[src/rtl/branch_predictor_pkg.sv]
// Shared definitions for the branch predictor.
// Holds the PC increment, the saturating-counter encodings and the
// index/tag width helpers used by every predictor file.
package branch_predictor_pkg;

  localparam int unsigned PC_INC = 4;

  // Index bits sit directly above the two byte-offset bits of the PC.
  function automatic int unsigned idx_width(input int unsigned entries);
    return $clog2(entries);
  endfunction

  function automatic int unsigned tag_width(input int unsigned addr_w,
                                            input int unsigned entries);
    return addr_w - $clog2(entries) - 2;
  endfunction

  // Weakly-taken: MSB set, remaining bits clear.
  function automatic int unsigned cnt_weak_taken(input int unsigned cnt_w);
    return 32'd1 << (cnt_w - 1);
  endfunction

  // Weakly-not-taken: MSB clear, remaining bits set.
  function automatic int unsigned cnt_weak_not_taken(input int unsigned cnt_w);
    return (32'd1 << (cnt_w - 1)) - 32'd1;
  endfunction

endpackage

[src/rtl/branch_predictor_sat_counter.sv]
// bp_sat_counter: combinational next value of a CNT_W-bit saturating
// up/down counter.
// Ports:
//   cnt      current counter value
//   up       1 = count up (saturate at all-ones), 0 = count down (saturate at 0)
//   cnt_next resulting counter value
module bp_sat_counter #(
  parameter int unsigned CNT_W = 2
) (
  input  logic [CNT_W-1:0] cnt,
  input  logic             up,
  output logic [CNT_W-1:0] cnt_next
);

  always_comb begin
    cnt_next = cnt;
    if (up) begin
      if (cnt != '1) cnt_next = cnt + 1'b1;
    end else begin
      if (cnt != '0) cnt_next = cnt - 1'b1;
    end
  end

endmodule

[src/rtl/branch_predictor.sv]
// branch_predictor: direct-mapped branch target buffer with per-entry
// saturating direction counters and lookup/mispredict statistics.
// Ports:
//   clk_i, rst_i                 clock, synchronous active-high reset
//   lookup_valid_i, pc_i         IF-stage lookup request and fetch PC
//   pred_taken_o, pred_target_o  combinational prediction for pc_i
//   upd_*                        resolved branch from MEM (outcome, target,
//                                and the prediction carried down the pipe)
//   clear_i                      invalidate all entries
//   mispredict_o, redirect_pc_o  flush request and correct next PC
//   stat_lookups_o, stat_mispred_o  saturating statistics counters
module branch_predictor
  import branch_predictor_pkg::*;
#(
  parameter int unsigned ENTRIES = 16,
  parameter int unsigned ADDR_W  = 32,
  parameter int unsigned CNT_W   = 2,
  parameter int unsigned STAT_W  = 16
) (
  input  logic              clk_i,
  input  logic              rst_i,
  input  logic              lookup_valid_i,
  input  logic [ADDR_W-1:0] pc_i,
  output logic              pred_taken_o,
  output logic [ADDR_W-1:0] pred_target_o,
  input  logic              upd_valid_i,
  input  logic [ADDR_W-1:0] upd_pc_i,
  input  logic [ADDR_W-1:0] upd_target_i,
  input  logic              upd_taken_i,
  input  logic              upd_pred_taken_i,
  input  logic [ADDR_W-1:0] upd_pred_target_i,
  input  logic              clear_i,
  output logic              mispredict_o,
  output logic [ADDR_W-1:0] redirect_pc_o,
  output logic [STAT_W-1:0] stat_lookups_o,
  output logic [STAT_W-1:0] stat_mispred_o
);

  localparam int unsigned IDX_W = idx_width(ENTRIES);
  localparam int unsigned TAG_W = tag_width(ADDR_W, ENTRIES);
  localparam logic [CNT_W-1:0]  CNT_WT  = CNT_W'(cnt_weak_taken(CNT_W));
  localparam logic [CNT_W-1:0]  CNT_WNT = CNT_W'(cnt_weak_not_taken(CNT_W));
  localparam logic [ADDR_W-1:0] INC     = ADDR_W'(PC_INC);

  logic              valid_q  [ENTRIES];
  logic [TAG_W-1:0]  tag_q    [ENTRIES];
  logic [ADDR_W-1:0] target_q [ENTRIES];
  logic [CNT_W-1:0]  cnt_q    [ENTRIES];

  logic [STAT_W-1:0] stat_lookups_q;
  logic [STAT_W-1:0] stat_mispred_q;

  logic [IDX_W-1:0] lk_idx;
  logic [TAG_W-1:0] lk_tag;
  logic             lk_hit;

  logic [IDX_W-1:0] up_idx;
  logic [TAG_W-1:0] up_tag;
  logic             up_hit;
  logic [CNT_W-1:0] up_cnt_next;

  // Lookup reads registered state only, so a same-cycle update is not visible.
  assign lk_idx        = pc_i[IDX_W+1:2];
  assign lk_tag        = pc_i[ADDR_W-1:IDX_W+2];
  assign lk_hit        = valid_q[lk_idx] && (tag_q[lk_idx] == lk_tag);
  assign pred_taken_o  = lk_hit && cnt_q[lk_idx][CNT_W-1];
  assign pred_target_o = pred_taken_o ? target_q[lk_idx] : pc_i + INC;

  assign up_idx = upd_pc_i[IDX_W+1:2];
  assign up_tag = upd_pc_i[ADDR_W-1:IDX_W+2];
  assign up_hit = valid_q[up_idx] && (tag_q[up_idx] == up_tag);

  bp_sat_counter #(
    .CNT_W (CNT_W)
  ) u_upd_cnt (
    .cnt      (cnt_q[up_idx]),
    .up       (upd_taken_i),
    .cnt_next (up_cnt_next)
  );

  assign mispredict_o  = upd_valid_i &&
                         ((upd_taken_i != upd_pred_taken_i) ||
                          (upd_taken_i && (upd_target_i != upd_pred_target_i)));
  assign redirect_pc_o = upd_taken_i ? upd_target_i : upd_pc_i + INC;

  assign stat_lookups_o = stat_lookups_q;
  assign stat_mispred_o = stat_mispred_q;

  always_ff @(posedge clk_i) begin
    if (rst_i) begin
      for (int unsigned i = 0; i < ENTRIES; i++) begin
        valid_q[i]  <= 1'b0;
        tag_q[i]    <= '0;
        target_q[i] <= '0;
        cnt_q[i]    <= CNT_WNT;
      end
      stat_lookups_q <= '0;
      stat_mispred_q <= '0;
    end else begin
      if (lookup_valid_i && (stat_lookups_q != '1))
        stat_lookups_q <= stat_lookups_q + 1'b1;
      if (mispredict_o && (stat_mispred_q != '1))
        stat_mispred_q <= stat_mispred_q + 1'b1;

      if (clear_i) begin
        for (int unsigned i = 0; i < ENTRIES; i++) begin
          valid_q[i] <= 1'b0;
          cnt_q[i]   <= CNT_WNT;
        end
      end else if (upd_valid_i) begin
        if (up_hit) begin
          cnt_q[up_idx] <= up_cnt_next;
          if (upd_taken_i) target_q[up_idx] <= upd_target_i;
        end else if (upd_taken_i) begin
          valid_q[up_idx]  <= 1'b1;
          tag_q[up_idx]    <= up_tag;
          target_q[up_idx] <= upd_target_i;
          cnt_q[up_idx]    <= CNT_WT;
        end
      end
    end
  end

endmodule

[config.mk]
export PLATFORM = sky130hd
export DESIGN_NAME = branch_predictor
export DESIGN_NICKNAME = d
export VERILOG_FILES = /design/src/rtl/branch_predictor_pkg.sv /design/src/rtl/branch_predictor_sat_counter.sv /design/src/rtl/branch_predictor.sv
export SDC_FILE = /design/constraint.sdc
export NUM_CORES = 2
export LEC_CHECK = 0
export CAP_MARGIN = 0
export CELL_PAD_IN_SITES_DETAIL_PLACEMENT = 2
export CELL_PAD_IN_SITES_GLOBAL_PLACEMENT = 2
export CORE_ASPECT_RATIO = 0.9
export CORE_MARGIN = 10
export CORE_UTILIZATION = 41
export CTS_BUF_LIST = sky130_fd_sc_hd__clkbuf_4
export DETAILED_ROUTE_END_ITERATION = 10
export GPL_TIMING_DRIVEN = 0
export PLACE_DENSITY_LB_ADDON = 0.08
export SLEW_MARGIN = 20
export SYNTH_ARGS = -nofsm -noshare
export SYNTH_HDL_FRONTEND = slang
export SYNTH_SLANG_ARGS = --single-unit
[constraint.sdc]
create_clock -name clk_i -period 4.6 [get_ports clk_i]
set_input_delay 0.69 -clock clk_i [delete_from_list [all_inputs] [get_ports clk_i]]
set_output_delay 0.69 -clock clk_i [all_outputs]
set_load 0.03 [all_outputs]
==> flow_metrics.tcl <==
set metrics [dict create \
    antenna_found_initial 35 \
    tightest_slew_ps 1421 \
    min-delay-start "upd_pc_i[31]" \
    rsz0062_at_grt "yes" \
    fin_nets 4431 \
    layout_common_cells "edfxtp_1, and2_1, and3_1, clkbuf_4, mux4_2" \
    vdd_drop_max_mv 0.2290 \
    yosysWarnings 0 \
    cp_slowest_cell "or4_4" \
    dp_hpwl_mm 178.9 \
    hold_viol_final 0 \
    drt-pass1-iter-count 6 \
    drc 0 \
    syn_nets 3873 \
    routed_via_density 6.613 \
    post_synth.cell_area_avg_um2 14.01 \
    r2r_end "tag_q[4][17]" \
    drt_iter0_markers 6493 \
    slew_headroom_pct 5.278 \
    outcome "complete, but fails checks" \
    crit_path_max_fanout 11 \
    syn_inst 3731 \
    dp.cells 5665 \
    grt_pass1_wl_mm 348.4 \
    die_h_um 358.8 \
    synth_flop_cell "edfxtp_1" \
    final.setup.tns_ps -64440 \
    period_share_pct 126.1 \
    violations "negative setup slack" \
    finalWorstSetupSlack_ps -1201 \
    grt_pass1_vias 41840 \
    core_um2 126900 \
    cp_cell_sequence "clkdlybuf4s15_2 -> buf_4 -> buf_8 -> buf_6 -> clkbuf_2 -> nand3_1 -> o211ai_1 -> o21ai_0 -> o21ai_0 -> a22oi_1 -> nor4_1 -> nand4_1 -> or4_4 -> buf_12 -> buf_12 -> mux2_4 -> buf_6" \
    port_buffers 225 \
    clkSlewWorstSetupHoldPaths_ps 60 \
    rows 124 \
    finalMaxSlewViolations 0 \
    numCtsBuffers 299 \
    cp.required_ps 3910 \
    power.total_w 0.02258 \
    layout_min_cycle_time_ps 5801 \
    synth_area_um2 52280 \
    clkLatencyLatePin_ps 1370 \
    startpoint_type "input port" \
    overflow 0 \
    p_leak_nw 23.19 \
    hold_class "input port to flop" \
    clock-sinks 1008 \
    crit_arrival_ps 5110 \
    powerDensity_nw_per_um2 365.0 \
    worstRegToRegCells 11 \
    start_util_pct 41.20 \
    cts_tree "built" \
    dieArea_um2 142200 \
    seq_area_frac_synth_pct 56.98 \
    rr_startpoint "tag_q[7][2]" \
    io-pin-count 233 \
    instances_no_fill 6195 \
    fmax_ghz 0.1724 \
    synth-edff-count 960 \
    crit_type "input port to output pin" \
    crit_path_max_incr_delay_ps 440 \
    vias 40970 \
    postRouteAntennaNets 0 \
    area_growth_pct 18.31 \
    dieWidth_um 396.4 \
    grt_start_max_net_pins 33 \
    final_common_cell "edfxtp_1" \
    async_flop_share_pct 0 \
    routed_wl_mm 258.9 \
    cts_root_buf "clkbuf_4" \
    hold_path_end "tag_q[4][25]" \
    synth_seq_cells 1008 \
    grt_usage_pct 35.55 \
    wl_per_cell_um 41.79 \
    clockBufferDepth 4 \
    hold_ws_ps 48.91 \
    fin_worst_skew_ps 94.26 \
    drv_cap 0 \
    h-tree-depth 5 \
    ys_types 61 \
    gp_congestion 0.9452 \
    final_core_util_pct 48.74 \
    rrSetupSlack_ps -90 \
    holdPathStages 2 \
    drive_above_1_share_pct 26.55 \
    setup_viol 406 \
    cp-end-kind "output pin" \
]
==> metrics by stage <==
stage | setup WS (ps) | area, um2
after floorplan | 62.85 | 52280
after global placement | -4177 | 56660
after detailed placement | -3389 | 56900
after CTS | -1056 | 61470
after global routing | -1161 | 61830
final | -1201 | 61860
==> cell families (layout without fill, tap and decap cells) <==
family                   count (synthesis)  in the layout  synth area share (%)
adder cells (fa/ha/maj)                  7              7                0.1675
other                                    0             19                     0
flip-flops                            1008           1008                 56.98
AND/OR/NAND/NOR                       1416           1417                 15.59
buffers and inverters                  406           1149                 3.271
AO/OA/AOI/OAI                          221            221                 2.759
XOR/XNOR                               161            161                 2.697
multiplexers                           512            512                 18.53
==> state kept, by name, indices dropped and copies added (netlist names) <==
name and flops:
valid_q 16, stat_lookups_o 16, cnt_q 32, target_q 512, tag_q 416, stat_mispred_o 16
==> power breakdown <==
group / switching (W) / internal [W] / leakage, nW / total [W]
Combinational: 0.00200 / 0.00111 / 11.5 / 0.00311
Sequential: 0.000204 / 0.0105 / 9.53 / 0.0107
Clock: 0.00429 / 0.00449 / 2.14 / 0.00878
Total: 0.00650 / 0.0161 / 23.2 / 0.0226
==> worst max-delay path by stage <==
stage	from	to	slack (ps)	cells past startpoint
final	pc_i[3]	pred_target_o[8]	-1200	17
after global routing	tag_q[4][6]	pred_target_o[8]	-1160	11
after CTS	tag_q[4][6]	pred_target_o[21]	-1060	11
after detailed placement	upd_pc_i[5]	redirect_pc_o[30]	-3390	13
after global placement	upd_pc_i[4]	redirect_pc_o[30]	-4180	14
after floorplan	pc_i[3]	pred_target_o[10]	60	12
==> synth_stat cells (12+ instances only) <==
master	number	area, um2
xor2_1	96	840.8
nand3_1	57	285.3
o21ai_0	71	355.3
or3_1	19	118.9
buf_2	29	145.1
and3_1	438	2740
edfxtp_1	960	28830
a22oi_1	43	322.8
buf_6	14	157.7
nor4_1	23	143.9
mux2i_1	91	910.9
and2_1	515	3222
nor2_1	99	371.6
buf_1	34	127.6
mux2_4	29	435.4
nand2_1	143	536.8
nand4_1	21	131.4
dfxtp_1	48	960.9
clkbuf_1	301	1130
nor3_1	42	210.2
a21oi_1	24	120.1
buf_4	12	90.09
mux2_2	43	484.2
o22ai_1	17	106.4
xnor2_1	65	569.3
or2_2	33	206.5
a21o_1	22	165.2
mux4_2	349	7860
==> routing by layer <==
layer	share of wire [%]	vias to the layer above	global-route usage (%)	wire length, um
li1	-	15470	-	-
met1	39	21490	46.84	100000
met2	42	3225	50.90	108300
met3	14	766	14.88	37420
met4	5.0	24	15.96	12900
met5	0.070	-	0	181
==> repair_timing <==
action                      CTS  global route
buffers inserted             22             3
cloned                        1             2
setup endpoints to repair  1450           942
gates resized for setup     522           117
pin swaps                    15            10
hold buffers                  0             0
==> layout make-up <==
type | count | area (um2)
inverter | 16 | 77.57
buffer | 386 | 2276
antenna | 19 | 47.55
timing repair buffer | 260 | 2664
clock buffer | 424 | 3183
tap | 1701 | 2128
fill | 12300 | 65050
sequential | 1008 | 29790
multi-input combinational | 2318 | 21320
clock inverter | 63 | 372.9
==> critical path: cells and delay by family <==
kind / cells / cell delay [ps]
buffers and inverters: 8 / 2100
multiplexers: 1 / 330
AO/OA/AOI/OAI: 4 / 880
AND/OR/NAND/NOR: 4 / 1010
(Power assumes the default switching activity.)
